**src/rtl/ecc_scrubber_pkg.sv**
```systemverilog
// Shared types and SECDED constants for the ECC scrubber and its (39,32) Hsiao codec.
package ecc_scrubber_pkg;

  localparam int unsigned SecdedDataW = 32;
  localparam int unsigned SecdedCodeW = 39;
  localparam int unsigned SecdedParW  = SecdedCodeW - SecdedDataW;

  typedef enum logic [1:0] {
    IDLE,
    READ,
    CHECK,
    CORRECT
  } scrub_state_e;

  typedef logic [SecdedDataW-1:0][SecdedParW-1:0] secded_cols_t;

  // Data bit i owns the i-th weight-3 parity column in ascending order; check bits use weight 1.
  function automatic secded_cols_t secded_cols();
    secded_cols_t cols;
    int n;
    int w;
    cols = '0;
    n = 0;
    for (int v = 0; v < 128; v++) begin
      w = 0;
      for (int b = 0; b < 7; b++) w += (v >> b) & 1;
      if (w == 3 && n < 32) begin
        cols[n] = 7'(v);
        n++;
      end
    end
    return cols;
  endfunction

  localparam secded_cols_t SecdedCols = secded_cols();

endpackage

```
**src/rtl/prim_secded_39_32_dec.sv**
```systemverilog
// Hsiao (39,32) SECDED decoder: corrects single-bit errors, flags double-bit errors.
module prim_secded_39_32_dec
  import ecc_scrubber_pkg::*;
(
  input  logic [38:0] data_i,
  output logic [31:0] data_o,
  output logic [1:0]  err_o
);

  logic [6:0] syndrome;

  always_comb begin
    syndrome = data_i[38:32];
    for (int i = 0; i < 32; i++) begin
      if (data_i[i]) syndrome = syndrome ^ SecdedCols[i];
    end
  end

  always_comb begin
    data_o = data_i[31:0];
    for (int i = 0; i < 32; i++) begin
      data_o[i] = data_i[i] ^ (syndrome == SecdedCols[i]);
    end
  end

  // Odd-weight syndrome: single error; even non-zero: double error.
  assign err_o = {~(^syndrome) & (|syndrome), ^syndrome};

endmodule

```
**src/rtl/prim_secded_39_32_enc.sv**
```systemverilog
// Hsiao (39,32) SECDED encoder: codeword = {parity[6:0], data[31:0]}.
module prim_secded_39_32_enc
  import ecc_scrubber_pkg::*;
(
  input  logic [31:0] data_i,
  output logic [38:0] data_o
);

  logic [6:0] parity;

  always_comb begin
    parity = '0;
    for (int i = 0; i < 32; i++) begin
      if (data_i[i]) parity = parity ^ SecdedCols[i];
    end
  end

  assign data_o = {parity, data_i};

endmodule

```
**src/rtl/ecc_scrubber.sv**
```systemverilog
// Background ECC scrubber sharing the protected bank port with the interconnect.
// Define ECC_SCRUBBER_COUNTERS_EN to implement the saturating fix/uncorrectable counters.
module ecc_scrubber
  import ecc_scrubber_pkg::*;
#(
  parameter int unsigned BankSize         = 256,
  parameter int unsigned UnprotectedWidth = SecdedDataW,
  parameter int unsigned ProtectedWidth   = SecdedCodeW,
  localparam int unsigned BankAddWidth    = $clog2(BankSize)
) (
  input  logic                      clk_i,
  input  logic                      rst_i,
  input  logic [31:0]               scrub_interval_i,
  input  logic                      intc_req_i,
  input  logic                      intc_we_i,
  input  logic [BankAddWidth-1:0]   intc_add_i,
  input  logic [ProtectedWidth-1:0] intc_wdata_i,
  output logic                      intc_gnt_o,
  output logic [ProtectedWidth-1:0] intc_rdata_o,
  output logic                      bank_req_o,
  output logic                      bank_we_o,
  output logic [BankAddWidth-1:0]   bank_add_o,
  output logic [ProtectedWidth-1:0] bank_wdata_o,
  input  logic [ProtectedWidth-1:0] bank_rdata_i,
  output logic                      scrub_fix_o,
  output logic                      scrub_uncorr_o,
  output logic [31:0]               fix_count_o,
  output logic [31:0]               uncorr_count_o
);

  localparam logic [BankAddWidth-1:0] LastAddr = BankAddWidth'(BankSize - 1);

  scrub_state_e                state_q;
  logic [31:0]                 interval_q;
  logic [BankAddWidth-1:0]     scrub_addr_q;
  logic [BankAddWidth-1:0]     scrub_addr_next;
  logic [ProtectedWidth-1:0]   corr_q;
  logic [ProtectedWidth-1:0]   corr_cw;
  logic [UnprotectedWidth-1:0] dec_data;
  logic [1:0]                  dec_err;
  logic                        intc_hit;
  logic                        own_port;
  logic                        scrub_rd;

  prim_secded_39_32_dec u_dec (
    .data_i (bank_rdata_i),
    .data_o (dec_data),
    .err_o  (dec_err)
  );

  prim_secded_39_32_enc u_enc (
    .data_i (dec_data),
    .data_o (corr_cw)
  );

  assign scrub_addr_next = (scrub_addr_q == LastAddr) ? '0 : scrub_addr_q + 1'b1;
  assign intc_hit        = intc_req_i && intc_we_i && (intc_add_i == scrub_addr_q);

  // Reset gates the scrubber's port ownership so an aborted scrub never writes.
  assign own_port = (state_q == CORRECT) && !rst_i;
  assign scrub_rd = (state_q == READ) && !intc_req_i && !rst_i;

  assign intc_gnt_o     = !own_port;
  assign intc_rdata_o   = bank_rdata_i;
  assign scrub_fix_o    = own_port;
  assign scrub_uncorr_o = (state_q == CHECK) && dec_err[1] && !rst_i;

  always_comb begin
    bank_req_o   = intc_req_i;
    bank_we_o    = intc_we_i;
    bank_add_o   = intc_add_i;
    bank_wdata_o = intc_wdata_i;
    if (own_port) begin
      bank_req_o   = 1'b1;
      bank_we_o    = 1'b1;
      bank_add_o   = scrub_addr_q;
      bank_wdata_o = corr_q;
    end else if (scrub_rd) begin
      bank_req_o = 1'b1;
      bank_we_o  = 1'b0;
      bank_add_o = scrub_addr_q;
    end
  end

  always_ff @(posedge clk_i) begin
    if (rst_i) begin
      state_q      <= IDLE;
      scrub_addr_q <= '0;
      interval_q   <= scrub_interval_i;
    end else begin
      case (state_q)
        IDLE: begin
          if (scrub_interval_i != '0) begin
            if (interval_q == '0) begin
              interval_q <= scrub_interval_i;
            end else if (interval_q == 32'd1) begin
              state_q <= READ;
            end else begin
              interval_q <= interval_q - 32'd1;
            end
          end
        end
        READ: begin
          if (!intc_req_i) state_q <= CHECK;
        end
        CHECK: begin
          if (dec_err[0] && !intc_hit) begin
            state_q <= CORRECT;
          end else begin
            state_q      <= IDLE;
            scrub_addr_q <= scrub_addr_next;
            interval_q   <= scrub_interval_i;
          end
        end
        CORRECT: begin
          state_q      <= IDLE;
          scrub_addr_q <= scrub_addr_next;
          interval_q   <= scrub_interval_i;
        end
        default: state_q <= IDLE;
      endcase
    end
  end

  always_ff @(posedge clk_i) begin
    if (state_q == CHECK) corr_q <= corr_cw;
  end

`ifdef ECC_SCRUBBER_COUNTERS_EN
  logic [31:0] fix_cnt_q;
  logic [31:0] uncorr_cnt_q;

  always_ff @(posedge clk_i) begin
    if (rst_i) begin
      fix_cnt_q    <= '0;
      uncorr_cnt_q <= '0;
    end else begin
      if (scrub_fix_o && (fix_cnt_q != '1)) fix_cnt_q <= fix_cnt_q + 32'd1;
      if (scrub_uncorr_o && (uncorr_cnt_q != '1)) uncorr_cnt_q <= uncorr_cnt_q + 32'd1;
    end
  end

  assign fix_count_o    = fix_cnt_q;
  assign uncorr_count_o = uncorr_cnt_q;
`else
  assign fix_count_o    = '0;
  assign uncorr_count_o = '0;
`endif

endmodule

```
**config.mk**
```make
export PLATFORM = sky130hd
export DESIGN_NAME = ecc_scrubber
export DESIGN_NICKNAME = d
export VERILOG_FILES = /design/src/rtl/ecc_scrubber_pkg.sv /design/src/rtl/prim_secded_39_32_dec.sv /design/src/rtl/prim_secded_39_32_enc.sv /design/src/rtl/ecc_scrubber.sv
export SDC_FILE = /design/constraint.sdc
export NUM_CORES = 1
export LEC_CHECK = 0
export CORE_ASPECT_RATIO = 0.7
export CORE_UTILIZATION = 45
export DETAILED_ROUTE_END_ITERATION = 10
export PLACE_DENSITY = 0.81
export SYNTH_ARGS = -nofsm -noshare
export SYNTH_HDL_FRONTEND = slang
export SYNTH_HIERARCHICAL = 1
export SYNTH_SLANG_ARGS = --single-unit
```
**constraint.sdc**
```tcl
create_clock -name clk_i -period 6.2 [get_ports clk_i]
set_clock_uncertainty 0.2 [all_clocks]
set_input_delay 1.24 -clock clk_i [delete_from_list [all_inputs] [get_ports clk_i]]
set_output_delay 1.24 -clock clk_i [all_outputs]
set_load 0.005 [all_outputs]
```
* Yosys cells after proc, flatten, opt, wreduce, memory -nomap -nowiden
Cells that the tools add are included.
** Word-level totals
- Logic and storage cells :: 257
- Bits of input ports :: 122
- ROM bits :: 0
- Latch bits :: 0
- Register bits after elaboration :: 81
- Memories kept :: 0
- Bits in writable memories :: 0
- Output and inout bits :: 155
** Operators by class
- Eq/ne operators :: 46
- Multiplexer cells :: 86
- Magnitude comparators :: 0
- Shift-type cells :: 0
- Bitwise operators :: 97
- Multiply operators :: 0
- $add $sub $neg :: 2
- Reductions and logical operators :: 22
- Div/mod/pow operators :: 0
** Operators by type and width (number)
- NOT 3 bit :: 59
- 2-to-1 mux 7 bit :: 24
- 2-to-1 mux 32 bit :: 5
- 2-to-1 mux 6 bit :: 20
- case mux 32 bit (3 select lines) :: 1
- == test 7 bit, second input constant :: 12
- == test 7 x 6 -> 1 bit, second input constant :: 10
- 2-to-1 mux 5 bit :: 12
- == test 7 x 5 -> 1 bit, second input constant :: 6
- 2-to-1 mux 39 bit :: 1
- == test 32 x 1 -> 1 bit, second input constant :: 1
- zero test 32 bit :: 1
- 2-to-1 mux 8 bit :: 4
- nonzero test 32 bit :: 1
- subtractor 32 x 1 -> 32 bit, second input constant :: 1
- XOR 1 bit :: 32
- 2-to-1 mux 4 bit :: 6
- == test 7 x 4 -> 1 bit, second input constant :: 3
- case mux 8 bit (2 select lines) :: 1
- NOT 2 -> 3 bit :: 4
- 2-to-1 mux 2 bit :: 5
- != test 2 bit, second input constant :: 5
- adder 8 x 1 -> 8 bit, second input constant :: 1
- == test 8 bit :: 1
- other kinds (20) :: 37

* Longest topological paths before layout
Gate-level depths: netlist of run 1.
- Word-level depth :: 129
- Mapped depth :: 13

* Cells and area by module
The synthesis of run 1 kept the hierarchy.
** By module, submodules not included
- ecc_scrubber :: sequential area each 2332.2 µm², cells each 467, area each 5245.0 µm², times used 1
- prim_secded_39_32_dec :: sequential area each 0.0 µm², cells each 175, area each 1496.4 µm², times used 1
- prim_secded_39_32_enc :: sequential area each 0.0 µm², cells each 85, area each 934.6 µm², times used 1

* Worst setup path before layout of run 1
Ideal clock, no wire load.
- Kind :: input -> register
- Start point :: input port bank_rdata_i[22]
- End point :: register interval_q[0], enable pin
- Library setup time :: 0.428 ns
- Path buffers :: 1
- Cell stages on the path :: 13
- Path slack :: 0.729 ns
- Arrival :: 4.843 ns
- Cell sequence :: xnor2_1 -> xnor2_1 -> xnor2_1 -> xnor2_1 -> xor2_1 -> ha_1 -> xnor2_1 -> xnor2_1 -> nand2b_1 -> a31oi_1 -> clkbuf_1 -> a2bb2oi_1 -> o21bai_1
** Between the ends
- Longest elaborated chain between the ends :: 23
** Ends and longest elaborated chain
- start: declaration :: line ecc_scrubber.sv:24 : input logic [ProtectedWidth-1:0] bank_rdata_i,
- 2-to-1 mux 7 bit * :: line prim_secded_39_32_dec.sv:15 : if (data_i[i]) syndrome = syndrome ^ SecdedCols[i];
- NOT 3 bit (no source line)
- 2-to-1 mux 7 bit * :: line prim_secded_39_32_dec.sv:15
- NOT 3 bit (no source line)
- 2-to-1 mux 7 bit * :: line prim_secded_39_32_dec.sv:15
- NOT 3 bit (no source line)
- 2-to-1 mux 7 bit * :: line prim_secded_39_32_dec.sv:15
- NOT 3 bit (no source line)
- [... 8 more ...]
- 2-to-1 mux 7 bit * :: line prim_secded_39_32_dec.sv:15
- NOT 3 bit (no source line)
- 2-to-1 mux 7 bit * :: line prim_secded_39_32_dec.sv:15
- parity 7 bit * :: line prim_secded_39_32_dec.sv:27 : assign err_o = {~(^syndrome) & (|syndrome), ^syndrome};
- named net dec_err[0] :: line ecc_scrubber.sv:40 : logic [1:0] dec_err;
- logical AND 1 bit * :: line ecc_scrubber.sv:107 : if (dec_err[0] && !intc_hit) begin
- != test 3 bit (no source line) *
- AND reduction 4 bit (no source line) *
- end signal: assignment :: line ecc_scrubber.sv:99 : interval_q <= interval_q - 32'd1;
- end signal: assignment :: line ecc_scrubber.sv:112 : interval_q <= scrub_interval_i;
- end signal: assignment :: line ecc_scrubber.sv:118 : interval_q <= scrub_interval_i;
- end: declaration :: line ecc_scrubber.sv:34 : logic [31:0] interval_q;
Mark *: on every way through the listed nets, which the timed path passes. The rest lies on a longest branch.
A chain may end at the register's enable or synchronous reset.

* Final worst setup path of run 1
- Start point :: input port bank_rdata_i[19]
- End point :: output port scrub_uncorr_o
** Between the ends
- Longest elaborated chain between the ends :: 22
- Elaborated cells between the ends (all ways) :: 28
** Ends and longest elaborated chain
- 2-to-1 mux 6 bit * :: line prim_secded_39_32_dec.sv:15
- 2-to-1 mux 7 bit * (6 in series) :: line prim_secded_39_32_dec.sv:15
- NOT 3 bit (no source line) or 2-to-1 mux 7 bit (tied branches)
- 2-to-1 mux 7 bit * :: line prim_secded_39_32_dec.sv:15
- NOT 3 bit (no source line) or 2-to-1 mux 7 bit (tied branches)
- 2-to-1 mux 7 bit * :: line prim_secded_39_32_dec.sv:15
- NOT 3 bit (no source line) or 2-to-1 mux 7 bit (tied branches)
- 2-to-1 mux 7 bit * :: line prim_secded_39_32_dec.sv:15
- NOT 3 bit (no source line)
- 2-to-1 mux 7 bit * (3 in series) :: line prim_secded_39_32_dec.sv:15
- parity 7 bit :: line prim_secded_39_32_dec.sv:27
- NOT 1 bit :: line prim_secded_39_32_dec.sv:27
- AND 1 bit * :: line prim_secded_39_32_dec.sv:27
- named net dec_err[1] :: line ecc_scrubber.sv:40
- logical AND 1 bit * (2 in series) :: line ecc_scrubber.sv:66 : assign scrub_uncorr_o = (state_q == CHECK) && dec_err[1] && !rst_i;
- end: declaration :: line ecc_scrubber.sv:26 : output logic scrub_uncorr_o,
Marked as above.

==> results.cfg, run 1 <==
[routing]
drc_errors = 0
wirelength_um = 20100
drtPass1Iterations = 5
vias = 5821
ant_nets = 0
via_per_inst = 5.20
wl_per_cell_um = 18.0
drt-initial-drc-count = 424

[pwr]
static-leakage-power_nw = 3.70
powerDensity_mw_per_mm2 = 306
power.total_mw = 3.00
vdd.ir_drop.worst_mv = 0.247

[worst_setup_path]
end_kind = output port
arrival_ns = 4.56
critical_path_buf_inv_count = 2
critical_path.top_delay_family = XOR/XNOR gates
worstPathMaxFanout = 3
crit_path_max_incr_delay_ns = 0.58
start_kind = input port
path_common_cell = xor2_1
critical-path-slowest-cell = clkdlybuf4s50_1
crit_chain = clkdlybuf4s50_1, xnor2_1, xnor2_1, xor2_1, xor2_1, ha_1, xor2_1, xnor2_2, nand3_1, o21ai_1, nor4b_1, clkdlybuf4s50_1
required_ns = 4.76
crit_type = in -> out

[cts]
cts_sinks = 81
clockBufferDepth = 2
clock-root-buffer = clkbuf_16
cts_hold_buf = 0
cts_tree = built
htreeDepth = 3
worst_skew_pair.late_latency_ns = 0.33
clkTransAtPathRegs_ns = 0.07
cts_buffers = 9

[grt]
track_usage = 0.227
grt_pass1_vias = 5574
grt_first_pass_wirelength_um = 30400
grt_start_max_net_pins = 41
grt-ovfl-total = 0
antenna_found_initial = 0

[timing]
fmax_mhz = 167
worstMarginPinSlew_ns = 1.09
period_minus_slack_ns = 6.00
fin_crit_sh = 0.968
timing_hold_violations_final = 0
setup_viol_count_final = 0
finalSetupTns_ns = 0
rsz0062_at_grt = false
final_max_slew_viol_count = 0
slew_headroom = 0.270

[placed_design]
dp_cells = 1101
dp_hpwl_um = 16000
io_buffer_count = 212
gp_routability_congestion = 0.942
place_area_mm2 = 0.00945

[synth]
synthSimpleGateAreaFrac = 0.108
syn_avg_cell_area_um2 = 10.6
synth-compound-area-share = 0.0315
yosysTopAreaCellShare = 0.278
netlist_instances = 727
synth-xor-area-share = 0.262
synth-seq-cells = 81
synthMuxAreaShare = 0.113
synth_fa_ha_area_frac = 0.0261
synth_top_family_by_area = XOR/XNOR gates
synthesis.area_mm2 = 0.00768
yosys.area.top_type = edfxtp_1
synth_area_leaders = edfxtp_1, xnor2_1, buf_4
yosys_warnings = 6
synth_cell_types = 50
seq_area_frac_synth = 0.304

[finish]
nFillCells = 1430
final_cell_area_mm2 = 0.00980
final_nets = 1027
stdcell_count = 1119
syn_to_final_growth_pct = 27.7
drive_gt1_frac = 0.172
n_antenna_cell = 0
final_core_util = 0.594

[floorplanning]
die_w_um = 158
dieArea_mm2 = 0.0176
rows = 39
coreArea_mm2 = 0.0165
ios = 277
start_util = 0.465
die_h_um = 111

[worst_hold_path]
min_path_type = reg -> reg

[outcome]
run_status = complete, no violations

[job]
max_cap_violations = 0
-- cells in the final DEF (no fill, tap or decap), types with 3 or more instances in the layout --
cell             instances
nor3_1                  11
nand2_1                 16
xnor2_1                124
nor2_1                  17
or4_1                    4
inv_1                   13
nor2b_1                  3
clkdlybuf4s50_1        211
edfxtp_1                71
or2_2                    5
nand3_1                  7
a21oi_1                  7
ha_1                    16
nor4b_1                  3
clkinv_4                 3
conb_1                  64
or3_1                    8
buf_4                   37
xnor2_2                  8
a2bb2oi_1                3
mux2_2                  76
dfxtp_1                 10
nand4_1                 35
nor4_1                  20
o31ai_1                  3
clkbuf_16                9
xnor3_1                 14
o21ai_0                 10
xor2_1                  47
o41ai_1                  4
-- cells by family after synthesis --
kind of cell,Yosys count
mux,77
compound gates,37
xor+xnor,198
flops,81
buf+inv,174
fa+ha+maj,16
other cells,1
simple gates,143
-- worst paths after layout --
check | from | to | slack (ns) | cells past startpoint
min reg2reg | scrub_addr_q[7] | scrub_addr_q[7] | 0.35 | 2
min | scrub_addr_q[7] | scrub_addr_q[7] | 0.35 | 2
max reg2reg | interval_q[8] | interval_q[2] | 2.94 | 6
max | bank_rdata_i[19] | scrub_uncorr_o | 0.20 | 12
-- worst min-delay path: cells and delay by family, from the launching register on --
kind,cells,cell delay [ns]
AOI/OAI and AO/OA,1,0.08
buffers and inverters,1,0.07
DFF,1,0.35
-- sequential cells by signal (all words and copies together) (netlist names) --
signal        count
scrub_addr_q      8
interval_q       32
state_q           2
corr_q           39
-- cell usage after synthesis, drive strengths merged --
master and count:
o21bai 2, nor2b 3, xnor2 132, xor3 3, xnor3 16, or2 5, nand3b 1, o41ai 4
nor2 18, and3 2, a21oi 8, nor4b 3, mux2i 1, xor2 47, ha 16, a31oi 2
o21ai 11, nand4 36, o31ai 3, nor3b 2, dfxtp 10, or3 10, nor3 11, a211o 1
a211oi 1, edfxtp 71, nand2b 1, o32ai 1, or4 6, conb 1, o31a 1, a2bb2oi 3
nand3 7, nand4b 1, nand2 17, inv 13, mux2 76, clkbuf 13, nor4 20, buf 148
-- layout make-up --
cell class	count	area, um^2	share of cell area
Clock buffer	9	225	0.0230
Clock inverter	7	56.3	0.00574
Inverter	13	48.8	0.00498
Multi-Input combinational cell	535	4450	0.454
Sequential cell	81	2330	0.238
Tap cell	225	282	0.0287
Timing Repair Buffer	249	2400	0.245
-- per-stage QoR --
| step | worst slack, ns | hold WS [ns] |
|---|---|---|
| floorplan | 0.729 | 0.284 |
| global placement | 0.132 | 0.336 |
| detailed placement | 0.0697 | 0.343 |
| CTS | 0.0432 | 0.351 |
| global route | 0.0433 | 0.378 |
| finish | 0.201 | 0.347 |
-- routing by layer --
metal	GRT usage	share of wire
met1	0.328	0.46
met3	0.0614	0.093
met4	0.0545	0.014
met5	0	0
met2	0.333	0.44
-- where the power goes --
part / internal [mW] / leakage [nW] / switching [mW]
registers: 0.658 / 0.769 / 0.0282
logic: 0.861 / 2.80 / 0.955
clock network: 0.275 / 0.131 / 0.223
-- timing repair --
item | CTS | global route
hold endpoints to repair | 0 | 0
setup endpoints to repair | 0 | 1
buffers inserted | 0 | 2
gates resized for setup | 0 | 9
No activity file was read; power rests on OpenSTA's default activity.
==> run 2: changes to the inputs <==
Settings changed: SKIP_LAST_GASP set to 1.
==> results of run 2 <==
The final DEF is identical to that of run 1; final timing and power are the same.
==> run 3: changes to the inputs <==
Settings changed: CAP_MARGIN set to 25.
==> run 3 against run 2 <==
Via count shrank 1.1%. Critical path type unchanged. Fmax shrank 1.5%. Utilization grew 0.13 points. Die area is the same. Critical endpoint unchanged. Final cell count is the same. Sequential power is essentially flat. Combinational power is essentially flat.
==> results.cfg, run 3 (synthesized netlist as in run 1, its figures left out) <==
[finish]
n_antenna_cell = 0
drive_gt1_frac = 0.172
final_nets = 1027
final_cell_area_mm2 = 0.00982
reg_top3 = corr_q x39, interval_q x32, scrub_addr_q x8
syn_to_final_growth_pct = 28.0
final_common_cell = clkdlybuf4s50_1
top_register = corr_q
nFillCells = 1448
largest_reg_flops = 39
mostFrequentLayoutCells = clkdlybuf4s50_1, xnor2_1, mux2_2

[pwr]
p_seq_frac = 0.229
clockPowerShare = 0.166
swShare = 0.408
static-leakage-power_nw = 3.71
power.total_mw = 2.99
intPower_mw = 1.77
power_switching_mw = 1.22
comb_power_share = 0.604
powerDensity_mw_per_mm2 = 304
vdd.ir_drop.worst_mv = 0.230

[worst_setup_path]
worstPathMaxFanout = 4
arrival_ns = 4.65
start_kind = input port
crit_type = in -> out
end_kind = output port
required_ns = 4.76

[routing]
drt-initial-drc-count = 366
wirelength_um = 20200
via_per_inst = 5.15
vias = 5758
ant_nets = 0
wl_per_cell_um = 18.0
drc_errors = 0
drtPass1Iterations = 4

[timing]
setup_viol_count_final = 0
final_max_slew_viol_count = 0
worstMarginPinSlew_ns = 0.626
fin_crit_sh = 0.982
setup_slack_ns = 0.110
timing_hold_violations_final = 0
fmax_mhz = 164
finalSetupTns_ns = 0
rsz0062_at_grt = false
period_minus_slack_ns = 6.09
slew_headroom = 0.579

[cts]
cts_tree = built
cts_sinks = 81
clock-root-buffer = clkbuf_16
htreeDepth = 3
clkTransAtPathRegs_ns = 0.07
worst_skew_pair.late_latency_ns = 0.33
cts_buffers = 9
clockBufferDepth = 2

[placed_design]
dp_hpwl_um = 16200
gp_routability_congestion = 0.942
dp_slack_ns = 0.0329
place_area_mm2 = 0.00948
io_buffer_count = 212

[floorplanning]
ios = 277
rows = 39
die_h_um = 111
dieArea_mm2 = 0.0176
start_util = 0.465
coreArea_mm2 = 0.0165
die_w_um = 158

[outcome]
run_status = complete, no violations

[grt]
grt_first_pass_wirelength_um = 30700
grt-ovfl-total = 0
grt_start_max_net_pins = 33
grt_pass1_vias = 5556
track_usage = 0.228
antenna_found_initial = 0

[job]
max_cap_violations = 0

[worst_hold_path]
min_path_type = reg -> reg
[run 3: area by class of cell]
type / count / area [um^2] / area share
Clock buffer: 9 / 225 / 0.0229
Clock inverter: 7 / 56.3 / 0.00573
Inverter: 13 / 48.8 / 0.00497
Multi-Input combinational cell: 535 / 4450 / 0.453
Sequential cell: 81 / 2330 / 0.237
Tap cell: 225 / 282 / 0.0287
Timing Repair Buffer: 249 / 2420 / 0.247
[run 3: critical path: stages]
cell and delay, ns:
clkdlybuf4s50_1 0.60, xnor2_2 0.26, xnor2_1 0.25, xnor2_2 0.16, xnor2_2 0.12, xnor2_1 0.26
ha_1 0.30, xnor2_1 0.30, nand3_1 0.12, o21ai_1 0.21, nor4b_2 0.25, clkdlybuf4s50_1 0.56
[run 3: worst paths after layout]
kind / cells past startpoint / slack, ns / endpoint / startpoint
worst max-delay path: 12 / 0.11 / scrub_uncorr_o / bank_rdata_i[21]
worst min-delay path: 2 / 0.36 / scrub_addr_q[7] / scrub_addr_q[7]
worst max register to register: 6 / 2.87 / interval_q[1] / interval_q[8]
worst min register to register: 2 / 0.36 / scrub_addr_q[7] / scrub_addr_q[7]
[run 3: per-layer routing]
layer / vias to the layer above / GRT usage / wire length (um)
li1: 2704 / - / -
met1: 2739 / 0.335 / 9440
met2: 299 / 0.339 / 8660
met3: 16 / 0.0524 / 1780
met4: 0 / 0.0449 / 278
met5: - / 0 / 0
[run 3: power by group through the flow]
stage / sequential [mW] / combinational, mW / clock (mW)
2_1_floorplan: 0.690 / 1.21 / 0
3_3_place_gp: 0.695 / 1.67 / 0
3_5_place_dp: 0.697 / 1.73 / 0
4_1_cts: 0.685 / 1.74 / 0.507
5_1_grt: 0.690 / 1.91 / 0.528
6_report: 0.686 / 1.81 / 0.497
[run 3: per-stage QoR]
stage | hold WS [ns] | utilization | instances
after floorplan | 0.284 | - | 790
after global placement | 0.336 | 0.573 | 1101
after detailed placement | 0.349 | 0.575 | 1102
after CTS | 0.359 | 0.592 | 1118
after global routing | 0.383 | 0.596 | 1119
final | 0.358 | 0.596 | 1119
[run 3: timing repair]
item,in CTS,in global routing
hold buffers,0,0
buffers inserted,0,1
endpoints found under the setup margin,0,1
resized for setup,0,10
